### src/rtl/debounce_bank.sv
// rtl/debounce_bank.sv - multi-channel debouncer with rise/fall, long-press and held outputs
// Optional auto-repeat pulses are built when DEBOUNCE_REPEAT_EN is defined.
module debounce_bank #(
  parameter int CH         = 4,
  parameter int STABLE_CYC = 100000,
  parameter int LONG_CYC   = 100000000,
  parameter int REPEAT_CYC = 20000000
) (
  input  logic          clk,
  input  logic          rst_n,
  input  logic [CH-1:0] noisy,
  output logic [CH-1:0] level,
  output logic [CH-1:0] rise,
  output logic [CH-1:0] fall,
  output logic [CH-1:0] long_press,
  output logic [CH-1:0] held,
  output logic [CH-1:0] repeat_p
);

  localparam int CW = $clog2(STABLE_CYC + 1);
  localparam int HW = $clog2(LONG_CYC + 1);
  localparam logic [CW-1:0] STABLE_LAST = CW'(STABLE_CYC - 1);
  localparam logic [HW-1:0] LONG_LAST   = HW'(LONG_CYC - 1);
`ifdef DEBOUNCE_REPEAT_EN
  localparam int RW = $clog2(REPEAT_CYC + 1);
  localparam logic [RW-1:0] REPEAT_LAST = RW'(REPEAT_CYC - 1);
`endif

  if (CH < 1 || STABLE_CYC < 1 || LONG_CYC < 2 || REPEAT_CYC < 1) begin : g_bad_params
    $error("debounce_bank: parameter out of range");
  end

  for (genvar g = 0; g < CH; g++) begin : g_ch
    logic [1:0]    sync_q;
    logic [CW-1:0] cnt_q, cnt_d;
    logic [HW-1:0] hcnt_q, hcnt_d;
    logic          level_q, level_d;
    logic          rise_q, rise_d;
    logic          fall_q, fall_d;
    logic          lp_q, lp_d;
    logic          held_q, held_d;

    always_comb begin
      cnt_d   = cnt_q;
      level_d = level_q;
      rise_d  = 1'b0;
      fall_d  = 1'b0;
      if (sync_q[1] == level_q) begin
        cnt_d = '0;
      end else if (cnt_q == STABLE_LAST) begin
        cnt_d   = '0;
        level_d = sync_q[1];
        rise_d  = sync_q[1];
        fall_d  = ~sync_q[1];
      end else begin
        cnt_d = cnt_q + 1'b1;
      end

      // An accepted release takes priority over a long-press reaching its terminal count.
      hcnt_d = hcnt_q;
      held_d = held_q;
      lp_d   = 1'b0;
      if (!level_q || fall_d) begin
        hcnt_d = '0;
        held_d = 1'b0;
      end else if (hcnt_q == LONG_LAST) begin
        if (!held_q) begin
          lp_d   = 1'b1;
          held_d = 1'b1;
        end
      end else begin
        hcnt_d = hcnt_q + 1'b1;
      end
    end

    always_ff @(posedge clk or negedge rst_n) begin
      if (!rst_n) begin
        sync_q  <= '0;
        cnt_q   <= '0;
        hcnt_q  <= '0;
        level_q <= 1'b0;
        rise_q  <= 1'b0;
        fall_q  <= 1'b0;
        lp_q    <= 1'b0;
        held_q  <= 1'b0;
      end else begin
        sync_q  <= {sync_q[0], noisy[g]};
        cnt_q   <= cnt_d;
        hcnt_q  <= hcnt_d;
        level_q <= level_d;
        rise_q  <= rise_d;
        fall_q  <= fall_d;
        lp_q    <= lp_d;
        held_q  <= held_d;
      end
    end

    assign level[g]      = level_q;
    assign rise[g]       = rise_q;
    assign fall[g]       = fall_q;
    assign long_press[g] = lp_q;
    assign held[g]       = held_q;

`ifdef DEBOUNCE_REPEAT_EN
    logic [RW-1:0] rcnt_q, rcnt_d;
    logic          rep_q, rep_d;

    always_comb begin
      rcnt_d = rcnt_q;
      rep_d  = 1'b0;
      if (fall_d || lp_d) begin
        rcnt_d = '0;
      end else if (held_q) begin
        if (rcnt_q == REPEAT_LAST) begin
          rep_d  = 1'b1;
          rcnt_d = '0;
        end else begin
          rcnt_d = rcnt_q + 1'b1;
        end
      end
    end

    always_ff @(posedge clk or negedge rst_n) begin
      if (!rst_n) begin
        rcnt_q <= '0;
        rep_q  <= 1'b0;
      end else begin
        rcnt_q <= rcnt_d;
        rep_q  <= rep_d;
      end
    end

    assign repeat_p[g] = rep_q;
`else
    assign repeat_p[g] = 1'b0;
`endif
  end

endmodule

### config.mk
export PLATFORM = sky130hd
export DESIGN_NAME = debounce_bank
export DESIGN_NICKNAME = d
export VERILOG_FILES = /design/src/rtl/debounce_bank.sv
export SDC_FILE = /design/constraint.sdc
export NUM_CORES = 1
export LEC_CHECK = 0
export ABC_AREA = 1
export CAP_MARGIN = 10
export CORE_ASPECT_RATIO = 1.1
export CORE_UTILIZATION = 55
export CTS_BUF_LIST = sky130_fd_sc_hd__clkbuf_4
export CTS_CLUSTER_DIAMETER = 120
export DETAILED_ROUTE_END_ITERATION = 16
export GPL_ROUTABILITY_DRIVEN = 0
export PLACE_DENSITY = 0.79
export SYNTH_ARGS = -nofsm -noshare
export SYNTH_HDL_FRONTEND = slang
export SYNTH_SLANG_ARGS = --single-unit
### constraint.sdc
create_clock -name clk -period 2.4 [get_ports clk]
set_input_delay 0.6 -clock clk [delete_from_list [all_inputs] [get_ports clk]]
set_output_delay 0.6 -clock clk [all_outputs]
set_load 0.05 [all_outputs]
==> impl_metrics.json, run 1 <==
{
  "final.setup.tns_ns": 0,
  "slowest_stage": "dlygate4sd2_1",
  "hold-path-endpoint": "g_ch[1].sync_q[1]$_DFF_PN0_",
  "die_x_um": 143,
  "syn_inst": 1722,
  "netlist_area_mm2": 0.0120,
  "yosys.area.top_type": "dfrtp_1",
  "clkSinkCount": 204,
  "rows": 56,
  "synth-seq-cells": 204,
  "h-tree-depth": 2,
  "cts.path.max_buffers": 3,
  "yosysSeqAreaShare_pct": 42.5,
  "fin_crit_ns": 2.24,
  "root_buffer": "clkbuf_4",
  "drt_pass1_iterations": 5,
  "start_util_pct": 56.2,
  "power_leakage_nw": 5.67,
  "crit_type": "reg -> out",
  "slew_headroom_pct": 46.7,
  "timing.rr.end": "g_ch[2].cnt_q[15]$_DFF_PN0_",
  "grt_pass1_vias": 10200,
  "pwr_density_cell_mw_per_mm2": 510,
  "antenna_left": 0,
  "max_freq_ghz": 0.446,
  "p_seq_share_pct": 51.8,
  "finalCritPeriodShare_pct": 93.5,
  "worstPathCellList": "dlygate4sd2_1",
  "io_buffer_count": 25,
  "fillers": 1944,
  "postCtsSetupRepairBufs": 0,
  "core_area_mm2": 0.0214,
  "clkPwrFrac_pct": 45.8,
  "drv_slew": 0,
  "path_clk_slew_ns": 0.06,
  "swShare_pct": 23.6,
  "ys_async_sr_fraction_pct": 100,
  "path_buf_inv": 1,
  "internal_power_mw": 5.12,
  "clock_latency_ns": 0.67,
  "grt-ovfl-total": 0,
  "yosys_warnings": 0,
  "rsz0062_at_grt": "false",
  "via_per_inst": 5.10,
  "cp-end-kind": "primary output",
  "crit_required_ns": 1.80,
  "grt_pass1_wl_um": 44800,
  "synthFlopType": "dfrtp_1",
  "critPathTopFamily": "buffers and inverters",
  "crit_path_max_incr_delay_ns": 0.55,
  "syn_to_final_growth_pct": 9.37,
  "avgRoutedWirePerCell_um": 12.1,
  "drive_gt1_share_pct": 7.58,
  "vias": 10800,
  "grt_max_degree": 66,
  "numCtsBuffers": 55,
  "drt-total-wl_um": 25400,
  "globalRouteTotalUtil_pct": 24.3,
  "timing.reg2reg.setup_slack_ns": 0.53,
  "worstHoldPathCells": 0,
  "arrival_ns": 1.64,
  "power_mw": 6.70,
  "netlist_top_cells_area": "dfrtp_1, nand2_1, nor2_1",
  "cp-start-kind": "flop",
  "dieArea_mm2": 0.0224,
  "yosysUniqueCellTypes": 40,
  "synth-edff-count": 0,
  "cp_max_fo": 6,
  "layout.nets": 1793,
  "initialDrtViolationCount": 732,
  "yosysTopAreaCellShare_pct": 42.5,
  "reg2reg_from": "g_ch[2].level_q$_DFFE_PN0P_",
  "switching_power_mw": 1.58,
  "die_h_um": 157,
  "route.detailed.drc": 0,
  "cts_tree": "yes",
  "fin_skew_ns": 0.0396,
  "combPwrFrac_pct": 2.3,
  "grt_antenna_before_repair": 1,
  "worstMarginPinSlew_ns": 0.797,
  "status": "completed",
  "max_cap_viol_count": 0,
  "dp_hpwl_um": 18700,
  "hold_start": "g_ch[1].sync_q[0]$_DFF_PN0_",
  "setup_viol": 0,
  "io_pins": 30,
  "vdd_drop_max_uv": 419,
  "hold_viol": 0,
  "worstRegToRegCells": 7,
  "hold_class": "reg -> reg",
  "synth_area_per_cell_um2": 6.97
}
-- power groups by stage --
stage	Sequential [mW]	Clock [mW]	Combinational, mW
2_1_floorplan	3.54	0	0.0626
4_1_cts	3.48	3.19	0.166
6_report	3.48	3.07	0.157
3_3_place_gp	3.54	0	0.159
5_1_grt	3.48	3.35	0.187
3_5_place_dp	3.54	0	0.164
-- worst max path at each step --
stage	endpoint	cells after the start	slack (ns)	startpoint
CTS	level[1]	1	0.1	g_ch[1].level_q$_DFFE_PN0P_
global placement	level[1]	1	0.58	g_ch[1].level_q$_DFFE_PN0P_
floorplan	g_ch[0].hcnt_q[5]$_DFFE_PN0P_	9	0.93	g_ch[0].hcnt_q[0]$_DFFE_PN0P_
global route	level[1]	1	0.07	g_ch[1].level_q$_DFFE_PN0P_
finish	level[1]	1	0.16	g_ch[1].level_q$_DFFE_PN0P_
detailed placement	g_ch[2].cnt_q[9]$_DFF_PN0_	7	0.53	g_ch[2].level_q$_DFFE_PN0P_
-- registers in the layout (all words and copies together), names as in the netlist --
name / flops
g_ch.lp_q: 4
g_ch.level_q: 4
g_ch.cnt_q: 68
g_ch.hcnt_q: 108
g_ch.rise_q: 4
g_ch.fall_q: 4
g_ch.held_q: 4
g_ch.sync_q: 8
-- metal layers --
| metal | GRT usage, % | vias up | share of wire [%] |
|---|---|---|---|
| met5 | 0 | - | 0 |
| met4 | 8.40 | 0 | 2.6 |
| met3 | 4.20 | 71 | 5.6 |
| met2 | 41.9 | 294 | 47 |
| met1 | 30.8 | 4915 | 44 |
| li1 | - | 5488 | - |
-- layout make-up --
type	instances	area [um2]	share of cell area (%)
Antenna cell	1	2.50	0.0191
Clock buffer	72	541	4.12
Clock inverter	26	158	1.20
Inverter	189	712	5.42
Multi-Input combinational cell	1295	5920	45.1
Sequential cell	204	5100	38.9
Tap cell	290	363	2.76
Timing Repair Buffer	34	335	2.55
-- cell families after synthesis --
family	count (synthesis)	share of synthesized area, %
buf+inv	226	8.30
simple gates	1167	41.0
xor+xnor	72	5.25
flops	204	42.5
other cells	1	0.0312
fa+ha+maj	8	0.833
compound gates	44	2.05
-- per-stage QoR --
stage,area (um2),util [%],std cells,setup slack (ns),hold slack (ns)
floorplan,12000,-,1725,0.927,0.304
global placement,12400,58.2,2011,0.585,0.334
detailed placement,12400,58.2,2011,0.530,0.336
CTS,13100,61.5,2110,0.0963,0.307
global route,13100,61.5,2111,0.0663,0.320
finish,13100,61.5,2111,0.155,0.346
-- cell usage after synthesis (2+ instances only) --
| library cell | number |
|---|---|
| xnor2_1 | 17 |
| o21bai_1 | 3 |
| nor2_4 | 5 |
| nor2_2 | 16 |
| nand3b_1 | 6 |
| and2_1 | 3 |
| nor3_1 | 49 |
| buf_4 | 28 |
| nor3b_1 | 6 |
| inv_2 | 3 |
| nand3_1 | 119 |
| a31oi_1 | 3 |
| inv_1 | 184 |
| nand3_4 | 3 |
| nor4_1 | 2 |
| nand4_1 | 33 |
| nand2_2 | 10 |
| xor2_1 | 55 |
| a21oi_1 | 24 |
| a211oi_1 | 3 |
| buf_2 | 3 |
| ha_1 | 8 |
| dfrtp_1 | 204 |
| nor2_1 | 422 |
| o21ai_0 | 9 |
| buf_6 | 5 |
| nand3_2 | 2 |
| nand2_1 | 485 |
-- cell usage in the layout (no fill, tap or decap), types with 24 or more instances in the layout --
cell / count
inv_1: 184
xor2_1: 55
nand3_1: 119
nor3_1: 49
nand4_1: 33
dfrtp_1: 204
nor2_1: 422
a21oi_1: 24
nand2_1: 485
clkbuf_4: 72
-- timing repair --
| item | CTS | global route |
|---|---|---|
| hold endpoints to repair | 60 | 0 |
| setup endpoints to repair | 18 | 0 |
| gates resized for setup | 18 | 0 |
| hold buffers | 1 | 0 |
No activity file was read; power rests on OpenSTA's default activity.
==> run 2: changes to the inputs <==
--- a/config.mk
+++ b/config.mk
@@ -5,12 +5,12 @@
 export SDC_FILE = /design/constraint.sdc
 export NUM_CORES = 1
 export LEC_CHECK = 0
-export ABC_AREA = 1
-export CAP_MARGIN = 10
+export ABC_AREA = 0
 export CORE_ASPECT_RATIO = 1.1
 export CORE_UTILIZATION = 55
 export CTS_BUF_LIST = sky130_fd_sc_hd__clkbuf_4
 export CTS_CLUSTER_DIAMETER = 120
+export CTS_CLUSTER_SIZE = 16
 export DETAILED_ROUTE_END_ITERATION = 16
 export GPL_ROUTABILITY_DRIVEN = 0
 export PLACE_DENSITY = 0.79
==> run 2 against run 1 <==
Net effect:
- final area fell by 20%
- combinational power fell by 8%
- largest power group unchanged
- area after synthesis fell by 17%
- sequential power barely moved
- clock power fell by 53%
- non-clock buffer count rose by 5
- setup slack improved by 0.0019 ns
- first-iteration DRC count fell by 63%
- global-route usage fell by 4.6 points
- die area fell by 17%
- register-to-register slack got worse by 0.22 ns
- sequential share of layout area rose by 9.8 points
==> impl_metrics.json, run 2 <==
{
  "status": "completed",
  "critPathTopFamily": "buffers and inverters",
  "pwr_density_cell_mw_per_mm2": 483,
  "drv_slew": 0,
  "vias": 6867,
  "die_x_um": 130,
  "setup_viol": 0,
  "yosys.area.top_type": "dfrtp_1",
  "synthFlopType": "dfrtp_1",
  "netlist_top_cells_area": "dfrtp_1, xor2_1, nor2_1",
  "max_cap_viol_count": 0,
  "dp_hpwl_um": 11700,
  "die_h_um": 143,
  "avgRoutedWirePerCell_um": 13.8,
  "netlist_area_mm2": 0.00995,
  "reg_top3": "g_ch.hcnt_q (108), g_ch.cnt_q (68), g_ch.sync_q (8)",
  "drive_gt1_share_pct": 5.77,
  "diodes": 0,
  "globalRouteTotalUtil_pct": 19.7,
  "yosys_warnings": 0,
  "ys_async_sr_fraction_pct": 100,
  "grt_antenna_before_repair": 0,
  "largest-register": "g_ch.hcnt_q",
  "slowest_stage": "dlygate4sd2_1",
  "route.detailed.drc": 0,
  "synth-seq-cells": 204,
  "timing.reg2reg.setup_slack_ns": 0.31,
  "crit_path_max_incr_delay_ns": 0.56,
  "start_util_pct": 56.3,
  "hold_viol": 0,
  "yosysTopAreaCellShare_pct": 51.3,
  "synth_area_per_cell_um2": 9.96,
  "path_buf_inv": 1,
  "cts_tree": "yes",
  "arrival_ns": 1.64,
  "utilization_pct": 59.4,
  "antenna_left": 0,
  "rsz0062_at_grt": "false",
  "path_clk_slew_ns": 0.16,
  "syn_to_final_growth_pct": 5.46,
  "io_buffer_count": 25,
  "final_cell_mix": "dfrtp_1, nor2_1, xor2_1, nand2_1, nand3_1",
  "worstMarginPinSlew_ns": 0.719,
  "grt_pass1_vias": 6687,
  "worstHoldPathCells": 0,
  "worstRegToRegCells": 6,
  "grt_pass1_wl_um": 30400,
  "timing.rr.end": "g_ch[0].cnt_q[6]$_DFF_PN0_",
  "hold-path-endpoint": "g_ch[1].sync_q[1]$_DFF_PN0_",
  "clkSinkCount": 204,
  "cts.path.max_buffers": 3,
  "synth-edff-count": 0,
  "cp-end-kind": "primary output",
  "root_buffer": "clkbuf_4",
  "core_area_mm2": 0.0177,
  "postCtsSetupRepairBufs": 0,
  "synth_common_cells": "dfrtp_1, nor2_1, xor2_1",
  "via_per_inst": 5.52,
  "hold_start": "g_ch[1].sync_q[0]$_DFF_PN0_",
  "fin_crit_ns": 2.24,
  "finalCritPeriodShare_pct": 93.4,
  "grt-ovfl-total": 0,
  "clock_latency_ns": 0.62,
  "largest_reg_flops": 108,
  "yosysUniqueCellTypes": 51,
  "final.setup.tns_ns": 0,
  "drt-total-wl_um": 17200,
  "hold_class": "reg -> reg",
  "fillers": 1521,
  "drt_pass1_iterations": 4,
  "cp-start-kind": "flop",
  "fin_skew_ns": 0.0342,
  "worstPathCellList": "dlygate4sd2_1",
  "cp_max_fo": 6,
  "yosysMostFrequentCell": "dfrtp_1",
  "crit_required_ns": 1.80,
  "rows": 51,
  "reg2reg_from": "g_ch[0].cnt_q[0]$_DFF_PN0_",
  "h-tree-depth": 1,
  "layout.nets": 1020,
  "numCtsBuffers": 16,
  "power_leakage_nw": 4.52,
  "yosysSeqAreaShare_pct": 51.3,
  "grt_max_degree": 61,
  "slew_headroom_pct": 51.9,
  "max_freq_ghz": 0.446,
  "final_common_cell": "dfrtp_1",
  "initialDrtViolationCount": 271,
  "vdd_drop_max_uv": 570,
  "crit_type": "reg -> out",
  "dieArea_mm2": 0.0186,
  "syn_inst": 999,
  "io_pins": 30
}
==> run 2: changes by cell type in the layout (fill, tap and decap cells not counted), moves of 27 or more <==
cell	change
clkbuf_4	-55
and3_1	+34
xor2_1	+50
nor3_1	-27
nor2_1	-228
nand2_1	-421
nand3_1	-60
inv_1	-174
==> run 2: kinds of logic after synthesis <==
kind of cell | count (synthesis) | synth area share, %
multiplexers | 7 | 0.755
adder cells (fa/ha/maj) | 8 | 1.01
buffers and inverters | 63 | 3.72
AO/OA/AOI/OAI | 44 | 2.77
other | 1 | 0.0377
XOR/XNOR | 145 | 12.8
flip-flops | 204 | 51.3
AND/OR/NAND/NOR | 527 | 27.6
==> run 2: how the worst max path moves through the flow <==
stage                                           endpoint  slack (ns)  cells past startpoint                         from
after floorplan           g_ch[0].hcnt_q[16]$_DFFE_PN0P_        0.50                      9   g_ch[0].cnt_q[0]$_DFF_PN0_
after global placement        g_ch[1].cnt_q[6]$_DFF_PN0_        0.39                      5  g_ch[1].cnt_q[14]$_DFF_PN0_
after detailed placement     g_ch[1].cnt_q[13]$_DFF_PN0_        0.31                      5  g_ch[1].cnt_q[14]$_DFF_PN0_
after CTS                                  long_press[2]       0.003                      1       g_ch[2].lp_q$_DFF_PN0_
after global routing                            level[3]        0.04                      1  g_ch[3].level_q$_DFFE_PN0P_
final                                           level[3]        0.16                      1  g_ch[3].level_q$_DFFE_PN0P_
==> run 2: layer usage <==
metal | track usage, % | share of wire, % | up-vias
li1 | - | - | 3420
met1 | 26.8 | 48 | 3362
met2 | 33.7 | 48 | 65
met3 | 2.32 | 2.6 | 20
met4 | 4.35 | 1.6 | 0
met5 | 0 | 0 | -
==> run 2: area by class of cell <==
type / instances / area, um2 / area share (%)
Inverter: 10 / 37.5 / 0.358
Timing Repair Buffer: 39 / 402 / 3.83
Multi-Input combinational cell: 735 / 4490 / 42.8
Sequential cell: 204 / 5100 / 48.7
Clock inverter: 1 / 30.0 / 0.286
Tap cell: 238 / 298 / 2.84
Clock buffer: 17 / 128 / 1.22
==> run 2: metrics by stage <==
stage          hold WS (ns)  instance area [um2]  power (mW)  std cells  setup slack, ns
3_5_place_dp          0.336                10300        3.70       1225            0.307
2_1_floorplan         0.304                 9960        3.60       1002            0.502
5_1_grt               0.370                10500        5.30       1244           0.0354
4_1_cts               0.366                10500        5.16       1244          0.00342
3_3_place_gp          0.332                10300        3.70       1225            0.390
6_report              0.353                10500        5.07       1244            0.157
==> run 2: power breakdown <==
group	internal, mW	leakage, nW	switching (mW)
logic	0.0358	1.60	0.109
clock network	0.441	0.0923	0.996
registers	3.46	2.82	0.0254
total	3.94	4.52	1.13
==> run 2: repair_timing <==
item | in CTS | in global routing
endpoints found under the hold margin | 35 | 0
resized for setup | 16 | 4
cloned | 0 | 0
hold buffers | 1 | 0
setup endpoints to repair | 16 | 4
==> patch 1, RTL diff (config.mk and constraints of run 2) <==
The option `DEBOUNCE_REPEAT_EN` is turned on by a define.
--- a/src/rtl/debounce_bank.sv
+++ b/src/rtl/debounce_bank.sv
@@ -1,4 +1,6 @@
 // rtl/debounce_bank.sv - multi-channel debouncer with rise/fall, long-press and held outputs
 // Optional auto-repeat pulses are built when DEBOUNCE_REPEAT_EN is defined.
+`define DEBOUNCE_REPEAT_EN
+
 module debounce_bank #(
   parameter int CH         = 4,
Behaviour: same outputs for any inputs over 10 cycles, from zero or initial values and one cycle with rst_n low; that may be too few to reach the edited logic, so the function may still have changed.
==> patch 1 against run 2 <==
- the flow now finishes with violations (design-rule violations)
- setup slack lost 0.15 ns
- critical path depth grew 7
- synthesized area grew 62%
- design area grew 67%
- die area grew 61%
- sequential cell count grew 104
- routed wire length grew 96%
- total power grew 48%
- non-clock buffer count grew 93
- critical endpoint is now g_ch[0].hcnt_q[2]$_DFFE_PN0P_
- largest cell class is now multi-input gates
- largest power group unchanged
==> patch 1: results <==
[yosys]
synth_mux_area_share_pct = 0.5809
synth_nets = 1720
ys_types = 87
seq_area_frac_synth_pct = 47.71
synthTopCellsByCount = "308 x dfrtp_1, 246 x nor2_1, 122 x nand3_1"
synthAdderAreaFrac_pct = 0.9295
synth_xor_area_share_pct = 9.435
synth_compound_area_share_pct = 7.668
yosysWarnings = 0
synthArstFlopShare_pct = 100.0
synth_area_per_cell_sq_um = 9.491
synth_area_leaders = "dfrtp_1 48%, nor2_1 5.7%, xor2_1 5.6%, xnor2_1 3.8%, nand3_1 3.8%"

[global_routing]
grtUsageTotal_pct = 22.86
antenna_found_initial = 1
grt_max_degree = 58
grt_pass1_wl_um = 58170

[worst_hold_path]
hold_path_class = "in -> reg"
whs_path_depth = 1

[finish]
final_layout_size_suffix_gt1_share_pct = 10.56
fin_nets = 1789
largestRegisters = "g_ch.hcnt_q (108), g_ch.rcnt_q (100), g_ch.cnt_q (68)"

[worst_setup_path]
critPathLaunch = "g_ch[0].cnt_q[11]$_DFF_PN0_"
reg2regPathDepth = 8
worstPathArrival_ns = 3.01
worst-setup-path-type = "reg -> reg"
worstReg2RegEnd = "g_ch[0].hcnt_q[2]$_DFFE_PN0P_"
path_max_fanout = 29

[route]
drtIter0Drc = 1015
detail_route.first_pass.iterations = 12
vias = 12990
drc_errors = 2
wl_um = 33680
detail_route.wl_per_cell_um = 15.74

[timing]
worstMarginPinSlew_ns = 0.6284
hold_slack_ns = 0.3062
finalHoldViolCount = 0
clock_skew_ns = 0.08472
layout_setup_ws_ns = 0.008140

[clock_network]
clk_path_buf_depth = 3
insertion_delay_ns = 0.74
cts-buffers-inserted = 23
cts_root_buffer = "clkbuf_4"
cts.htree.levels = 1
clk_pin_slew_worst_paths_ns = 0.19

[placed_design]
portBuffers = 29
place_hpwl_um = 23210
place_ws_ns = 0.03291
dp.cells = 2100

[run_status]
violations = "design-rule violations"
status = "finished with violations"

[power]
peakVddDrop_v = 0.0002986
power.leakage_nw = 7.266
p_sw_mw = 1.745
-- patch 1: kinds of logic (layout without fill, tap and decap cells) --
family          count (synthesis)  count (layout)
compound gates                178             178
xor+xnor                      174             174
fa+ha+maj                      12              12
buf+inv                       118             187
flops                         308             308
mux                             9               9
other cells                     0               1
simple gates                  903             903
-- patch 1: critical path, cell delays in order (launching register included) --
cell,delay (ns)
dfrtp_1,0.43
or4b_4,0.49
or4_4,0.52
buf_4,0.16
buf_4,0.13
o21ai_2,0.16
buf_12,0.20
a31oi_1,0.06
o21a_1,0.11
-- patch 1: power by group through the flow --
stage          logic (mW)  clock network, mW  registers [mW]
6_report            0.188               2.05            5.24
5_1_grt             0.223               2.30            5.25
4_1_cts             0.198               2.15            5.24
3_5_place_dp        0.196                  0            5.34
3_3_place_gp        0.191                  0            5.33
2_1_floorplan      0.0412                  0            5.33
-- patch 1: layer usage --
metal  track usage (%)  wire length, um  part of all wire (%)
met3             2.650             1301                   3.9
met5                 0                0                     0
met1             30.35            14980                    44
met2             39.38            16770                    50
met4             6.145              626                   1.9
-- patch 1: layout make-up --
type	instances	area (sq um)
inverter	30	112.6
sequential	308	7709
clock buffer	23	172.7
antenna	1	2.502
clock inverter	2	20.02
multi-input combinational	1276	7909
timing repair buffer	132	1182
tap	368	460.4
fill	2420	11220
-- patch 1: stage by stage --
stage	setup TNS, ns	instance area [sq um]
after floorplan	0	16150
after global placement	0	17220
after detailed placement	0	17220
after CTS	0	17420
after global routing	-0.09962	17570
final	0	17570
-- patch 1: how the worst min path moves through the flow --
stage | startpoint | endpoint
2_1_floorplan | rst_n | g_ch[0].cnt_q[0]$_DFF_PN0_
3_3_place_gp | g_ch[0].sync_q[0]$_DFF_PN0_ | g_ch[0].sync_q[1]$_DFF_PN0_
3_5_place_dp | g_ch[2].sync_q[0]$_DFF_PN0_ | g_ch[2].sync_q[1]$_DFF_PN0_
4_1_cts | noisy[3] | g_ch[3].sync_q[0]$_DFF_PN0_
5_1_grt | noisy[3] | g_ch[3].sync_q[0]$_DFF_PN0_
6_report | noisy[3] | g_ch[3].sync_q[0]$_DFF_PN0_
-- patch 1: timing repair --
item / CTS / global route
hold buffers: 1 / 0
buffers inserted: 0 / 13
gates resized for setup: 30 / 12
hold endpoints to repair: 48 / 0
pin swaps: 0 / 10
setup endpoints to repair: 26 / 62
==> patch 2, RTL diff (settings of run 2) <==
Without the edit above. Register the output `level` once more, with the module's reset; this adds one clock of latency there. The other outputs are not delayed to match.
--- a/src/rtl/debounce_bank.sv
+++ b/src/rtl/debounce_bank.sv
@@ -22,4 +22,6 @@
   localparam logic [CW-1:0] STABLE_LAST = CW'(STABLE_CYC - 1);
   localparam logic [HW-1:0] LONG_LAST   = HW'(LONG_CYC - 1);
+
+  logic [CH-1:0] level_c;
 `ifdef DEBOUNCE_REPEAT_EN
   localparam int RW = $clog2(REPEAT_CYC + 1);
@@ -96,5 +98,5 @@
     end
 
-    assign level[g]      = level_q;
+    assign level_c[g]      = level_q;
     assign rise[g]       = rise_q;
     assign fall[g]       = fall_q;
@@ -137,4 +139,12 @@
   end
 
+  always_ff @(posedge clk or negedge rst_n) begin
+    if (!rst_n) begin
+      level <= '0;
+    end else begin
+      level <= level_c;
+    end
+  end
+
 endmodule
 
Function: no difference found for any inputs over 10 cycles, from zero or initial values and one cycle with rst_n low; that may be too few to reach the edited logic, so the function may still have changed.
==> patch 2 against run 2 <==
- total power down 0.65%
- synthesized cell count down 0.70%
- sequential cell count up 4
- synthesized area unchanged
- setup slack worse by 0.087 ns
- routed wire length up 0.82%
- design area up 1.0%
- clock power down 8%
- largest cell class unchanged
==> patch 2: results <==
[timing]
layout_setup_ws_ns = 0.06995
hold_slack_ns = 0.3643

[yosys]
synth_xor_area_share_pct = 12.59
synth_area_per_cell_sq_um = 10.03
synth_area_leaders = "dfrtp_1 52%, nor2_1 7.4%, xor2_1 7.1%, xnor2_1 5.5%, nand3_1 2.9%"
ys_types = 56
seq_area_frac_synth_pct = 52.32
synthTopCellsByCount = "208 x dfrtp_1, 195 x nor2_1, 81 x xor2_1"
synth_compound_area_share_pct = 3.383

[power]
intPower_mw = 3.898
power.total_mw = 5.035
power.leakage_nw = 4.542
pg_clk_mw = 1.33

[placed_design]
place_ws_ns = 0.2938
placedInstanceArea_sq_um = 10430

[route]
viasPerCell = 5.596
wl_met3_um = 469
vias = 6989
detail_route.wl_per_cell_um = 13.90

[global_routing]
grt_pass1_vias = 6688

[worst_setup_path]
endpoint = "fall[3]"
slowest_delay_ns = 0.79
worstPathArrival_ns = 1.73
path_max_fanout = 1
worstReg2RegEnd = "g_ch[0].hcnt_q[3]$_DFFE_PN0P_"
critPathLaunch = "g_ch[3].fall_q$_DFF_PN0_"
crit_slowest_cell = "clkdlybuf4s50_1"
reg2regPathDepth = 7

[run_status]
status = "completed"

[finish]
final_layout_size_suffix_gt1_share_pct = 6.238
fin_nets = 1025

[worst_hold_path]
hold_start = "g_ch[0].sync_q[0]$_DFF_PN0_"
## patch 2: cell types whose count changed in the layout (fill, tap and decap cells not counted), moves of 6 or more
cell	before	now
xnor2_1	40	62
a211oi_1	3	10
nor3_1	22	40
dlygate4sd2_1	16	4
xor2_1	105	81
and4_1	23	15
a31oi_1	2	9
dlymetal6s2s_1	4	11
nand2_1	64	56
nor4_1	12	6
## patch 2: final cells by class
type	instances	area, sq um	share of cell area (%)
antenna	1	2.502	0.02362
clock buffer	17	127.6	1.204
inverter	14	52.55	0.4959
multi-input combinational	729	4442	41.92
sequential	208	5205	49.12
tap	238	297.8	2.810
timing repair buffer	42	469.2	4.428
## patch 2: repair_timing
item                                    CTS  global route
hold endpoints to repair                 44             0
endpoints found under the setup margin    4            11
hold buffers                              1             0
gates resized for setup                   4            11
## patch 2: metal layers
metal	global-route usage (%)	up-vias
met1	26.80	3459
met4	4.651	0
li1	-	3418
met3	2.360	19
met5	0	-
met2	33.65	93
